===== config.mk =====
export PLATFORM = sky130hd
export DESIGN_NAME = riscv_tpr_ctrl
export DESIGN_NICKNAME = d
export VERILOG_FILES = /design/src/rtl/riscv_tpr_ctrl.sv
export SDC_FILE = /design/constraint.sdc
export NUM_CORES = 1
export LEC_CHECK = 0
export CORE_ASPECT_RATIO = 1.75
export CORE_MARGIN = 3
export CORE_UTILIZATION = 29
export CTS_CLUSTER_DIAMETER = 50
export DETAILED_ROUTE_END_ITERATION = 12
export PLACE_DENSITY = 0.49
export SKIP_CTS_REPAIR_TIMING = 1
export SLEW_MARGIN = 20
export SYNTH_ARGS = -nofsm -noshare
export SYNTH_HDL_FRONTEND = slang
export SYNTH_SLANG_ARGS = --single-unit

===== constraint.sdc =====
create_clock -name clk -period 4.3 [get_ports clk]
set_clock_uncertainty 0.1 [all_clocks]
set_input_delay 0.645 -clock clk [delete_from_list [all_inputs] [get_ports clk]]
set_output_delay 0.645 -clock clk [all_outputs]
set_load 0.02 [all_outputs]

===== src/rtl/riscv_tpr_ctrl.sv =====
// Tag Propagation Register controller: per-class ALU tag mode with CSR writes deferred
// to an EX instruction boundary, plus a saturating count of tagged results.
module riscv_tpr_ctrl #(
  parameter int ALU_MODE_WIDTH = 2,
  parameter logic [ALU_MODE_WIDTH-1:0] ALU_MODE_OLD = 2'd0,
  parameter int NUM_CLASSES = 8,
  parameter int CLS_W = $clog2(NUM_CLASSES),
  parameter int TPR_W = NUM_CLASSES * ALU_MODE_WIDTH,
  parameter logic [TPR_W-1:0] TPR_RESET = '0,
  parameter int CNT_WIDTH = 16
) (
  input  logic                      clk,
  input  logic                      rst_n,
  input  logic                      csr_we_i,
  input  logic [TPR_W-1:0]          csr_wdata_i,
  output logic [TPR_W-1:0]          csr_rdata_o,
  output logic                      csr_busy_o,
  input  logic                      ex_valid_i,
  input  logic                      ex_ready_i,
  input  logic [CLS_W-1:0]          ex_class_i,
  input  logic                      flush_i,
  input  logic                      result_tag_i,
  output logic [ALU_MODE_WIDTH-1:0] alu_operator_o,
  input  logic                      cnt_clr_i,
  output logic [CNT_WIDTH-1:0]      tag_cnt_o
);

  typedef enum logic {
    IDLE    = 1'b0,
    PENDING = 1'b1
  } state_e;

  state_e                      state_r, state_s;
  logic [TPR_W-1:0]            tpr_r, tpr_s;
  logic [TPR_W-1:0]            shadow_r, shadow_s;
  logic [CNT_WIDTH-1:0]        cnt_r;
  logic [ALU_MODE_WIDTH-1:0]   op_s;
  logic                        boundary_s;
  logic                        inc_s;

  assign boundary_s = !ex_valid_i || (ex_valid_i && ex_ready_i) || flush_i;

  // State, committed TPR and shadow registers
  always_ff @(posedge clk or negedge rst_n) begin
    if (!rst_n) begin
      state_r  <= IDLE;
      tpr_r    <= TPR_RESET;
      shadow_r <= TPR_RESET;
    end else begin
      state_r  <= state_s;
      tpr_r    <= tpr_s;
      shadow_r <= shadow_s;
    end
  end

  // Next-state: a write in progress always wins over committing at a boundary
  always_comb begin
    state_s  = state_r;
    tpr_s    = tpr_r;
    shadow_s = shadow_r;
    case (state_r)
      IDLE: begin
        if (csr_we_i) begin
          shadow_s = csr_wdata_i;
          state_s  = PENDING;
        end else begin
          state_s  = IDLE;
        end
      end
      PENDING: begin
        if (csr_we_i) begin
          shadow_s = csr_wdata_i;
          state_s  = PENDING;
        end else if (boundary_s) begin
          tpr_s    = shadow_r;
          state_s  = IDLE;
        end else begin
          state_s  = PENDING;
        end
      end
      default: begin
        state_s  = IDLE;
      end
    endcase
  end

  // Field select from the committed TPR; out-of-range classes fall back to OLD
  always_comb begin
    op_s = ALU_MODE_OLD;
    for (int k = 0; k < NUM_CLASSES; k++) begin
      op_s = (ex_class_i == CLS_W'(k)) ? tpr_r[k*ALU_MODE_WIDTH +: ALU_MODE_WIDTH] : op_s;
    end
  end

  assign inc_s = ex_valid_i && ex_ready_i && !flush_i && result_tag_i && (op_s != ALU_MODE_OLD);

  // Saturating tagged-result counter; clear has priority
  always_ff @(posedge clk or negedge rst_n) begin
    if (!rst_n) begin
      cnt_r <= '0;
    end else if (cnt_clr_i) begin
      cnt_r <= '0;
    end else if (inc_s && (cnt_r != {CNT_WIDTH{1'b1}})) begin
      cnt_r <= cnt_r + {{(CNT_WIDTH-1){1'b0}}, 1'b1};
    end else begin
      cnt_r <= cnt_r;
    end
  end

  assign alu_operator_o = op_s;
  assign csr_busy_o     = (state_r == PENDING);
  assign csr_rdata_o    = (state_r == PENDING) ? shadow_r : tpr_r;
  assign tag_cnt_o      = cnt_r;

endmodule

# ---- Word-level counts from Yosys, hierarchy flattened
# Cells that the tools add are included.
dict set report totals {
  out_inout_bits 35
  input_bits 27
  ff_bits 49
}
dict set report classes {
  reduce_logical 13
  bitwise_logic 2
  n_eq_ne 8
  addsub 1
  n_mux 16
}
# op n
set op_table {}
lappend op_table {{$mux W16} 4}
lappend op_table {{$add A16 B1 Y16 const B} 1}
lappend op_table {{$mux W2} 8}
lappend op_table {{$ne A16 B16 Y1 const B} 1}
lappend op_table {{$eq A3 B3 Y1 const B} 4}
lappend op_table {{$eq A3 B2 Y1 const B} 2}
lappend op_table {{$logic_and A1 B1 Y1} 5}
lappend op_table {{$reduce_bool A2 Y1} 2}
lappend op_table {{$eq A3 B1 Y1 const B} 1}
lappend op_table {{$logic_not A3 Y1} 1}
lappend op_table {{$mux W1} 3}
lappend op_table {{$reduce_and A3 Y1} 1}
lappend op_table {{$logic_not A1 Y1} 2}
lappend op_table {{$logic_or A1 B1 Y1} 2}
lappend op_table {{$not A1 Y1} 2}
lappend op_table {{$pmux W1 S2} 1}

# ---- Logic depth before layout (Yosys ltp)
# Gate-level depths: netlist (run 1).
dict set report logic_depth {
  ltp_word 14
  depth_mapped 9
  ltp_nobuf 6
}

# ---- Worst setup path after synthesis (run 1)
# OpenSTA, ideal clock, no wires.
dict set report synth_timing {
  path_kind {input to register}
  startpoint {in ex_class_i[1]}
  endpoint {reg cnt_r[0], in the netlist tag_cnt_o[0]}
  path_buffers 3
  path_stages 9
  setup_time_ns 0.078
  t_arrival_ns 2.281
  setup_slack_ns 1.841
  cell_sequence {buf_2 mux4_2 mux2i_1 inv_1 o21ai_1 buf_2 buf_2 o21ai_0 a21oi_1}
}
dict set report synth_between {
  elab_chain_cells 13
  elab_cells_between_ends 20
}
# element line
set synth_lines {}
lappend synth_lines {{start: declaration} 20} ;# input logic [CLS_W-1:0] ex_class_i,
lappend synth_lines {{$logic_not A3 Y1} 91} ;# op_s = (ex_class_i == CLS_W'(k)) ? tpr_r[k*ALU_MODE_WIDTH +: ALU_MODE_WIDTH] : op_s;
lappend synth_lines {{$mux W2 (7 in a row)} 91}
lappend synth_lines {{$mux W2 (*)} 91}
lappend synth_lines {{via alu_operator_o[0]} 23} ;# output logic [ALU_MODE_WIDTH-1:0] alu_operator_o,
lappend synth_lines {{$reduce_bool A2 Y1 (*)} 95} ;# assign inc_s = ex_valid_i && ex_ready_i && !flush_i && result_tag_i && (op_s != ALU_MODE_OLD);
lappend synth_lines {{$logic_and A1 B1 Y1 (*)} 95}
lappend synth_lines {{$logic_and A1 B1 Y1 (*)} 103} ;# end else if (inc_s && (cnt_r != {CNT_WIDTH{1'b1}})) begin
lappend synth_lines {{$reduce_bool A2 Y1 (no line) (*)} -}
lappend synth_lines {{end signal: assignment} 104} ;# cnt_r <= cnt_r + {{(CNT_WIDTH-1){1'b0}}, 1'b1};
lappend synth_lines {{end signal: assignment} 106} ;# cnt_r <= cnt_r;
lappend synth_lines {{end: declaration} 36} ;# logic [CNT_WIDTH-1:0] cnt_r;
# The timed path passes the listed nets; every way through them passes the cells marked *.
# A chain may end at the register's enable or synchronous reset.

# ---- Worst setup path after layout (run 1)
dict set report layout_timing {
  startpoint {in ex_class_i[1]}
  endpoint {out alu_operator_o[0]}
}
dict set report layout_between {
  elab_chain_cells 9
  elab_cells_between_ends 16
}
# element line
set layout_lines {}
lappend layout_lines {{$logic_not A3 Y1} 91}
lappend layout_lines {{$mux W2 (7 in a row)} 91}
lappend layout_lines {{$mux W2 (*)} 91}
lappend layout_lines {{end: declaration} 23}
# Mark *: on every way between the ends. The rest lies on a longest branch, timed or not.

==> results, run 1 <==
- After Yosys synthesis, full adders, half adders and majority gates account for 0.4980% of the synthesized area.
- Summing the areas of all compound-gate instances in the mapped netlist gives 7.918% of the synthesized area.
- The I/O pin count is a little over 60.
- In this run the tool buffered the top-level ports with 61 buffer cells.
- The synthesized area per cell is 12.32 sq um.
- Measured against the total synthesized area, the mux share comes to between 20% and 30%.
- The number of antenna violations at the first check in global routing is 0.
- The post-synth design cell area is 0.002512 sq mm.
- The top flip-flop cell by instance count after synthesis is sky130_fd_sc_hd__dfrtp_1.
- The count of H-tree levels built during CTS is 2.
- The number of design rule violations left after detail routing is 0.
- The power consumption is ~0.0012 W.
- Clock-pin slew was measured on the worst setup and hold paths at 0.06 ns.
- The tool flagged a number of max-cap violations equal to 0.
- The sequential area share after synthesis is 48.80%.
- The core region is 0.008368 sq mm.
- Setup violations remaining at the end of the flow were counted as 0.
- In the layout the commonest cells are 60 x sky130_fd_sc_hd__clkdlybuf4s50_1, 51 x sky130_fd_sc_hd__mux2_2, 49 x sky130_fd_sc_hd__dfrtp_1.
- The number of sinks driven by the clock tree is between 40 and 50.
- For this run, global-route usage on met1 was measured as 13.98%.
- The capturing element type of the critical path is a primary output.
- The final number of hold-violating endpoints is 0.
- The highest achievable clock rate is around 300 MHz.
- The global routing stage identified its most utilized layer as met2.
- Along the worst path, the maximum fanout reaches 7.
- The netlist uses 39 different library cells.
- Using the TritonRoute via totals, the vias-per-cell ratio works out to 4.897.
- After layout, the worst path uses 77.65% of the clock period.
- The critical path data required time is around 3.6 ns.
- After layout, the minimum clock period comes to 3.339 ns.
- The library cell used most frequently in the layout, excluding fill and tap cells, is sky130_fd_sc_hd__clkdlybuf4s50_1.
- For met2 alone, demand over resource in global routing was 23.79%.
- The HPWL after detailed placement is 4.350 mm.
- The wire length per cell is between 15 and 20 um.
- The arrival time of the worst setup path is 2.59 ns.
- The first global-routing pass estimated 9.908 mm of wire.
- The fraction of met3 tracks used by global routing is 2.990%.
- Counting every instance in the synthesized netlist gives 204.
- The post-synthesis share of cell area spent on xor and xnor gates is 0%.
- The floorplan step defined a die boundary enclosing just under 0.01 sq mm.
- Setup repair after global routing left no endpoint under its margin.
- 0 antenna diodes ended up in the layout.
- The dominant combinational cell family by area after synthesis is multiplexers.
- The first detailed-routing pass took 4 iterations.
- The routability-driven placement congestion ratio is 0.7952.
- Entering global routing, the biggest net connects 50 pins.
- For the pin with the worst max-slew slack, the measured transition is 0.8473 ns.
- The cell area power density is 366.0 mW/mm^2.
- The final net count is 290.
- The fraction of synthesis flops using an asynchronous set or reset pin is between 90% and 100%.
- The clock tree from TritonCTS is done.
- The clock insertion delay at the later pin of the skew report is 0.28 ns.
- The fraction of layout instances using a drive strength above 1 is a little over a quarter.
- Clock tree synthesis selected as its root buffer the cell sky130_fd_sc_hd__clkbuf_16.
- The min-delay analysis places its worst path in the category in -> async.
- The number of max-slew violations in the final report came to 0.
- Summing the areas of all and, or, nand and nor instances in the mapped netlist gives 13.50% of the synthesized area.
- Summed over all layers, the routed wires come to 6.161 mm.
- The number of enable-type register cells in the synthesized netlist is 0.
- The synthesized design contains 49 register bits.
- The overall via count from detail_route is 1846.
- The count of nets left with antenna violations once routing finished came out at 0.
- The worst setup path category is in -> out.
- The flow ran to the end, and the final reports show no timing, DRC or antenna violations.
- In this run the static leakage power is 1.294 nW.
- Counting along the longest clock path gives a buffer depth of 2.
- The die boundary height is 129.1 um.
- The global-route total usage across every layer is 12.86%.
- When the netlist entered floorplanning its net count stood at 232.
- The worst setup path is launched from an input pin.
- The count of warnings emitted by yosys is 0.
- The final global-route overflow total is 0.
- The via count of the first global-routing pass is about 1900.
- The floorplan has between 40 and 50 rows.
- Relative to the synthesized area, the layout overhead comes to 33.86%.
- TritonCTS created 5 clock buffers.
- The die is ~76 um wide.
- Measured against its own limit, the worst slew margin works out to 43.51%.
- The highest ir drop seen on vdd is 0.1995 mV.
- The initial standard-cell utilization of the core is 30.02%.
- For the final routed database, the setup TNS stands at 0 ns.
- After the first detailed-routing iteration, the DRC count stood at slightly below 90.
==> through the flow <==
step	setup slack (ns)	hold WS, ns	utilization [%]	std cells	area [sq um]
after floorplan	1.841	0.2494	-	204	2512
after global placement	0.9897	0.4061	38.49	370	3221
after detailed placement	0.9451	0.4129	38.49	370	3221
after CTS	0.9469	0.3964	40.19	377	3363
after global routing	0.8315	0.4217	40.19	377	3363
final	0.9610	0.3603	40.19	377	3363
==> critical path, stage by stage <==
cell and delay (ns):
sky130_fd_sc_hd__clkdlybuf4s50_1 0.65, sky130_fd_sc_hd__mux4_2 0.54, sky130_fd_sc_hd__mux2i_1 0.14, sky130_fd_sc_hd__inv_1 0.07
sky130_fd_sc_hd__clkdlybuf4s50_1 0.54
==> routing by layer <==
metal	share of wire (%)	vias up
li1	-	880
met4	2.3	0
met3	4.7	9
met5	0	-
met1	40	910
met2	53	47
==> final timing paths <==
kind	from	endpoint	slack [ns]	cells past startpoint
max in group asynchronous	rst_n	tag_cnt_o[3]	3.30	2
worst min-delay path	rst_n	shadow_r[8]	0.36	2
worst min register to register	shadow_r[14]	shadow_r[14]	0.42	1
min in group clk	shadow_r[14]	shadow_r[14]	0.42	1
worst max register to register	tag_cnt_o[0]	tag_cnt_o[13]	2.13	5
worst max-delay path	ex_class_i[1]	alu_operator_o[0]	0.96	5
==> cell families after synthesis <==
| logic type | count (synthesis) |
|---|---|
| buffers and inverters | 16 |
| adders and majority gates | 1 |
| DFF | 49 |
| AOI/OAI and AO/OA | 31 |
| and+or+nand+nor | 52 |
| muxes | 55 |
==> synth_stat cells, types with 2 or more instances <==
master,instances,area [sq um]
sky130_fd_sc_hd__o31ai_1,10,75.07
sky130_fd_sc_hd__and3_1,2,12.51
sky130_fd_sc_hd__buf_1,2,7.510
sky130_fd_sc_hd__mux2_2,51,574.3
sky130_fd_sc_hd__or3_1,3,18.77
sky130_fd_sc_hd__and3_4,2,22.52
sky130_fd_sc_hd__buf_6,2,22.52
sky130_fd_sc_hd__o21ai_1,2,10.01
sky130_fd_sc_hd__and4_4,2,22.52
sky130_fd_sc_hd__clkbuf_1,3,11.26
sky130_fd_sc_hd__nor2_1,3,11.26
sky130_fd_sc_hd__mux4_2,3,67.56
sky130_fd_sc_hd__dfrtp_1,49,1226
sky130_fd_sc_hd__inv_1,2,7.510
sky130_fd_sc_hd__a21oi_1,13,65.06
sky130_fd_sc_hd__nand2_1,5,18.77
sky130_fd_sc_hd__or4_1,8,60.06
sky130_fd_sc_hd__nand3_1,9,45.04
sky130_fd_sc_hd__buf_2,7,35.03
sky130_fd_sc_hd__nor3_1,2,10.01
sky130_fd_sc_hd__nor2b_1,3,18.77
sky130_fd_sc_hd__nor3b_1,4,30.03
==> final cells by class <==
class	instances	area (sq um)
inverters	2	7.507
multi-input cells	139	1207
clock buffers	7	142.6
well taps	115	143.9
flip-flops and latches	49	1226
fillers	847	5005
repair buffers	65	635.6
==> power by group <==
group / total, W / internal (W) / leakage [nW] / switching (W)
registers: 0.000560 / 0.000511 / 0.611 / 0.0000491
logic: 0.000278 / 0.000162 / 0.613 / 0.000116
clock network: 0.000393 / 0.000229 / 0.0700 / 0.000164
total: 0.00123 / 0.000902 / 1.29 / 0.000329
==> registers in the layout (all words and copies together) (netlist names) <==
register	cells
csr_busy_o	1
shadow_r	16
tag_cnt_o	16
tpr_r	16
Note: power is estimated with default switching activity, not from simulation.
==> run 2, diff against run 1 <==
==> constraint.sdc (replaced) <==
create_clock -name clk -period 3.1 [get_ports clk]
set_clock_uncertainty 0.1 [all_clocks]
set_input_delay 0.465 -clock clk [delete_from_list [all_inputs] [get_ports clk]]
set_output_delay 0.465 -clock clk [all_outputs]
set_load 0.02 [all_outputs]
==> results, run 2 (same netlist as run 1, synthesis figures left out) <==
- Tracing the worst setup path back leads to its startpoint at ex_class_i[2].
- The die boundary height is 129.1 um (unchanged).
- On the critical path, the stage with the largest delay is an instance of sky130_fd_sc_hd__clkdlybuf4s50_1.
- The transition time at the pin with the least slew margin is 0.6386 ns (-0.2087 ns).
- The cell area power density was 527.0 mW/mm^2 (+44%).
- The full die area is 0.009860 sq mm (unchanged).
- The setup path with the least slack is of type in -> out.
- The critical path goes through clkdlybuf4s50_1 > nand3b_1 > a31oi_1 > a2bb2oi_2 > clkdlybuf4s50_1.
- The maximum clock insertion buffer count is 2 (unchanged).
- The post-synthesis to final-layout area growth is 36.55%.
- The leakage power came to 1.338 nW (+3.4%).
- The fraction of layout instances using a drive strength above 1 is 28.20% (+1.1 points).
- The clock slew seen by the registers of the worst setup and hold paths is 0.07 ns (about the same).
- The I/O pin count is 62 (unchanged).
- The count of input and output buffers was 61 (unchanged).
- The number of max-slew violations in the final report was 0 (unchanged).
- The number of sinks driven by the clock tree is 49 (unchanged).
- The count of fill cells added during filler insertion was 861 (+1.7%).
- The wire length of the first global-routing pass is 10.09 mm (+1.9%).
- The instance area at placement is 0.003256 sq mm (+1.1%).
- The wire length per cell is 16.40 um (+0.35%).
- The clock insertion delay at the later pin of the skew report was 0.29 ns (about the same).
- The final net count was 293 (+1.0%).
- The area of all placed cells without fillers is 0.003431 sq mm (+2.0%).
- The worst-case reg-to-reg path depth is 5 (unchanged).
- The overall die width was 76.36 um (unchanged).
- In the finished design, the share of the clock period the worst path needs comes to 91.49%.
- The final global-route overflow total is 0 (unchanged).
- The routability-driven placement congestion ratio was 0.7857 (-1.2%).
- The clock tree from TritonCTS is done.
- The number of antenna cells inserted was 0 (unchanged).
- The library cells used most frequently in the layout, excluding fill and tap cells, are 59 x sky130_fd_sc_hd__clkdlybuf4s50_1, 51 x sky130_fd_sc_hd__mux2_2, 49 x sky130_fd_sc_hd__dfrtp_1.
- The arrival time of the worst setup path is 2.27 ns (-0.32 ns).
- The max capacitance violation total was 0 (unchanged).
- The setup total negative slack is 0 ns (unchanged).
- Static timing analysis puts the maximum clock frequency at 352.6 MHz.
- The capturing element type of the critical path is a primary output.
- The first-pass iteration count of the detailed router was 4 (unchanged).
- The cell sitting at the root of the clock tree is a sky130_fd_sc_hd__clkbuf_16.
- The time the final worst path needs with I/O delays and setup is 2.836 ns.
- The number of antenna violations at the first check in global routing was 0 (unchanged).
- The delay of the slowest cell on the worst path is 0.63 ns (-0.02 ns).
- The library cell used most frequently in the layout, excluding fill and tap cells, is sky130_fd_sc_hd__clkdlybuf4s50_1.
- The count of H-tree levels built during CTS is 2 (unchanged).
- The run finished with clean final reports.
- The sum of net half-perimeters after detailed placement came to 4.533 mm (+4.2%).
- The overall via count from detail_route is 1882 (+2.0%).
- The number of violations reported at the end of detailed-routing iteration 0 is 107 (+23%).
- The worst slew margin relative to its limit is 57.43% (+14 points).
- The source of the worst register-to-register timing path is tag_cnt_o[0].
- The total wire length after detailed routing is 6.248 mm (+1.4%).
- The initial standard-cell utilization of the core is 30.02% (unchanged).
- The core footprint came to 0.008368 sq mm (unchanged).
- The number of design rule violations left after detail routing is 0 (unchanged).
- The worst hold path belongs to the class in -> async.
- The highest ir drop seen on vdd is 0.3016 mV (+51%).
- The clock buffer count from CTS is 5 (unchanged).
- The startpoint type of the worst setup path is an input pin.
- The global-route total usage across every layer came to 13.22% (+0.35 points).
- The largest net degree at the start of global routing is 50 (unchanged).
- The final-report setup violation count was 0 (unchanged).
- The via count of the first global-routing pass is 1962 (+3.8%).
- The most numerous cell type found on the critical path is sky130_fd_sc_hd__clkdlybuf4s50_1.
- The critical path data required time is 2.53 ns (-1.03 ns).
- The biggest fanout along the worst timing path came to 8 (+1).
- Setup repair after global routing left no endpoint under its margin.
- The number of nets with antenna violations after routing is 0 (unchanged).
- The average vias per placed instance is 4.940 (+0.88%).
- The number of standard-cell rows in the floorplan came to 44 (unchanged).
- The final number of hold-violating endpoints came to 0 (unchanged).
-- run 2: cell count changes in the layout (fill, tap and decap cells not counted), sizes merged --
cell           change
clkdlybuf4s50      -1
buf                +3
dlymetal6s2s       +1
bufinv             +1
-- run 2: routing by layer --
metal	track usage, %	part of all wire, %	wire length, um
met3	3.686	5.4	338
met2	24.52	55	3435
met5	0	0	0
met4	4.482	1.4	85
met1	14.42	38	2389
-- run 2: through the flow --
stage | total power (W) | instances | hold WS, ns | setup WS [ns] | util (%)
after floorplan | 0.0009874 | 204 | 0.06941 | 0.8210 | -
after global placement | 0.001184 | 373 | 0.4073 | 0.1470 | 38.91
after detailed placement | 0.001188 | 373 | 0.4161 | 0.09520 | 38.91
after CTS | 0.001851 | 381 | 0.2042 | 0.08724 | 40.97
after global routing | 0.001896 | 381 | 0.2410 | 0.1390 | 41.00
final | 0.001808 | 381 | 0.1829 | 0.2639 | 41.00
-- run 2: cell type report --
class                   instances  area [sq um]  share of cell area, %
flip-flops and latches         49          1226                  35.74
multi-input cells             139          1207                  35.19
well taps                     115         143.9                  4.194
repair buffers                 68         673.1                  19.62
clock buffers                   7         142.6                  4.158
inverters                       2         7.507                 0.2188
clock inverters                 1         30.03                 0.8753
-- run 2: final timing paths --
path / to / slack (ns)
setup / recovery: alu_operator_o[1] / 0.26
hold / removal: shadow_r[8] / 0.18
setup reg to reg: tag_cnt_o[7] / 0.92
hold reg to reg: tpr_r[10] / 0.42
max in group asynchronous: shadow_r[14] / 2.29
min in group clk: tpr_r[10] / 0.42
-- run 2: critical path, delay by kind of cell --
kind	cells	cell delay, ns
AO/OA/AOI/OAI	2	0.40
AND/OR/NAND/NOR	1	0.23
buffers and inverters	2	1.18
-- run 2: report_power, final --
group / total, W / internal [W] / leakage [nW] / switching (W)
clock network: 0.000642 / 0.000404 / 0.0841 / 0.000238
registers: 0.000767 / 0.000709 / 0.611 / 0.0000587
logic: 0.000399 / 0.000229 / 0.643 / 0.000169
==> run 3, diff against run 2 <==
--- a/config.mk
+++ b/config.mk
@@ -12,7 +12,7 @@
 export DETAILED_ROUTE_END_ITERATION = 12
 export PLACE_DENSITY = 0.49
 export SKIP_CTS_REPAIR_TIMING = 1
-export SLEW_MARGIN = 20
+export SLEW_MARGIN = 10
 export SYNTH_ARGS = -nofsm -noshare
 export SYNTH_HDL_FRONTEND = slang
 export SYNTH_SLANG_ARGS = --single-unit
==> results of run 3 <==
The final DEF is identical to that of run 2; final timing and power are the same.
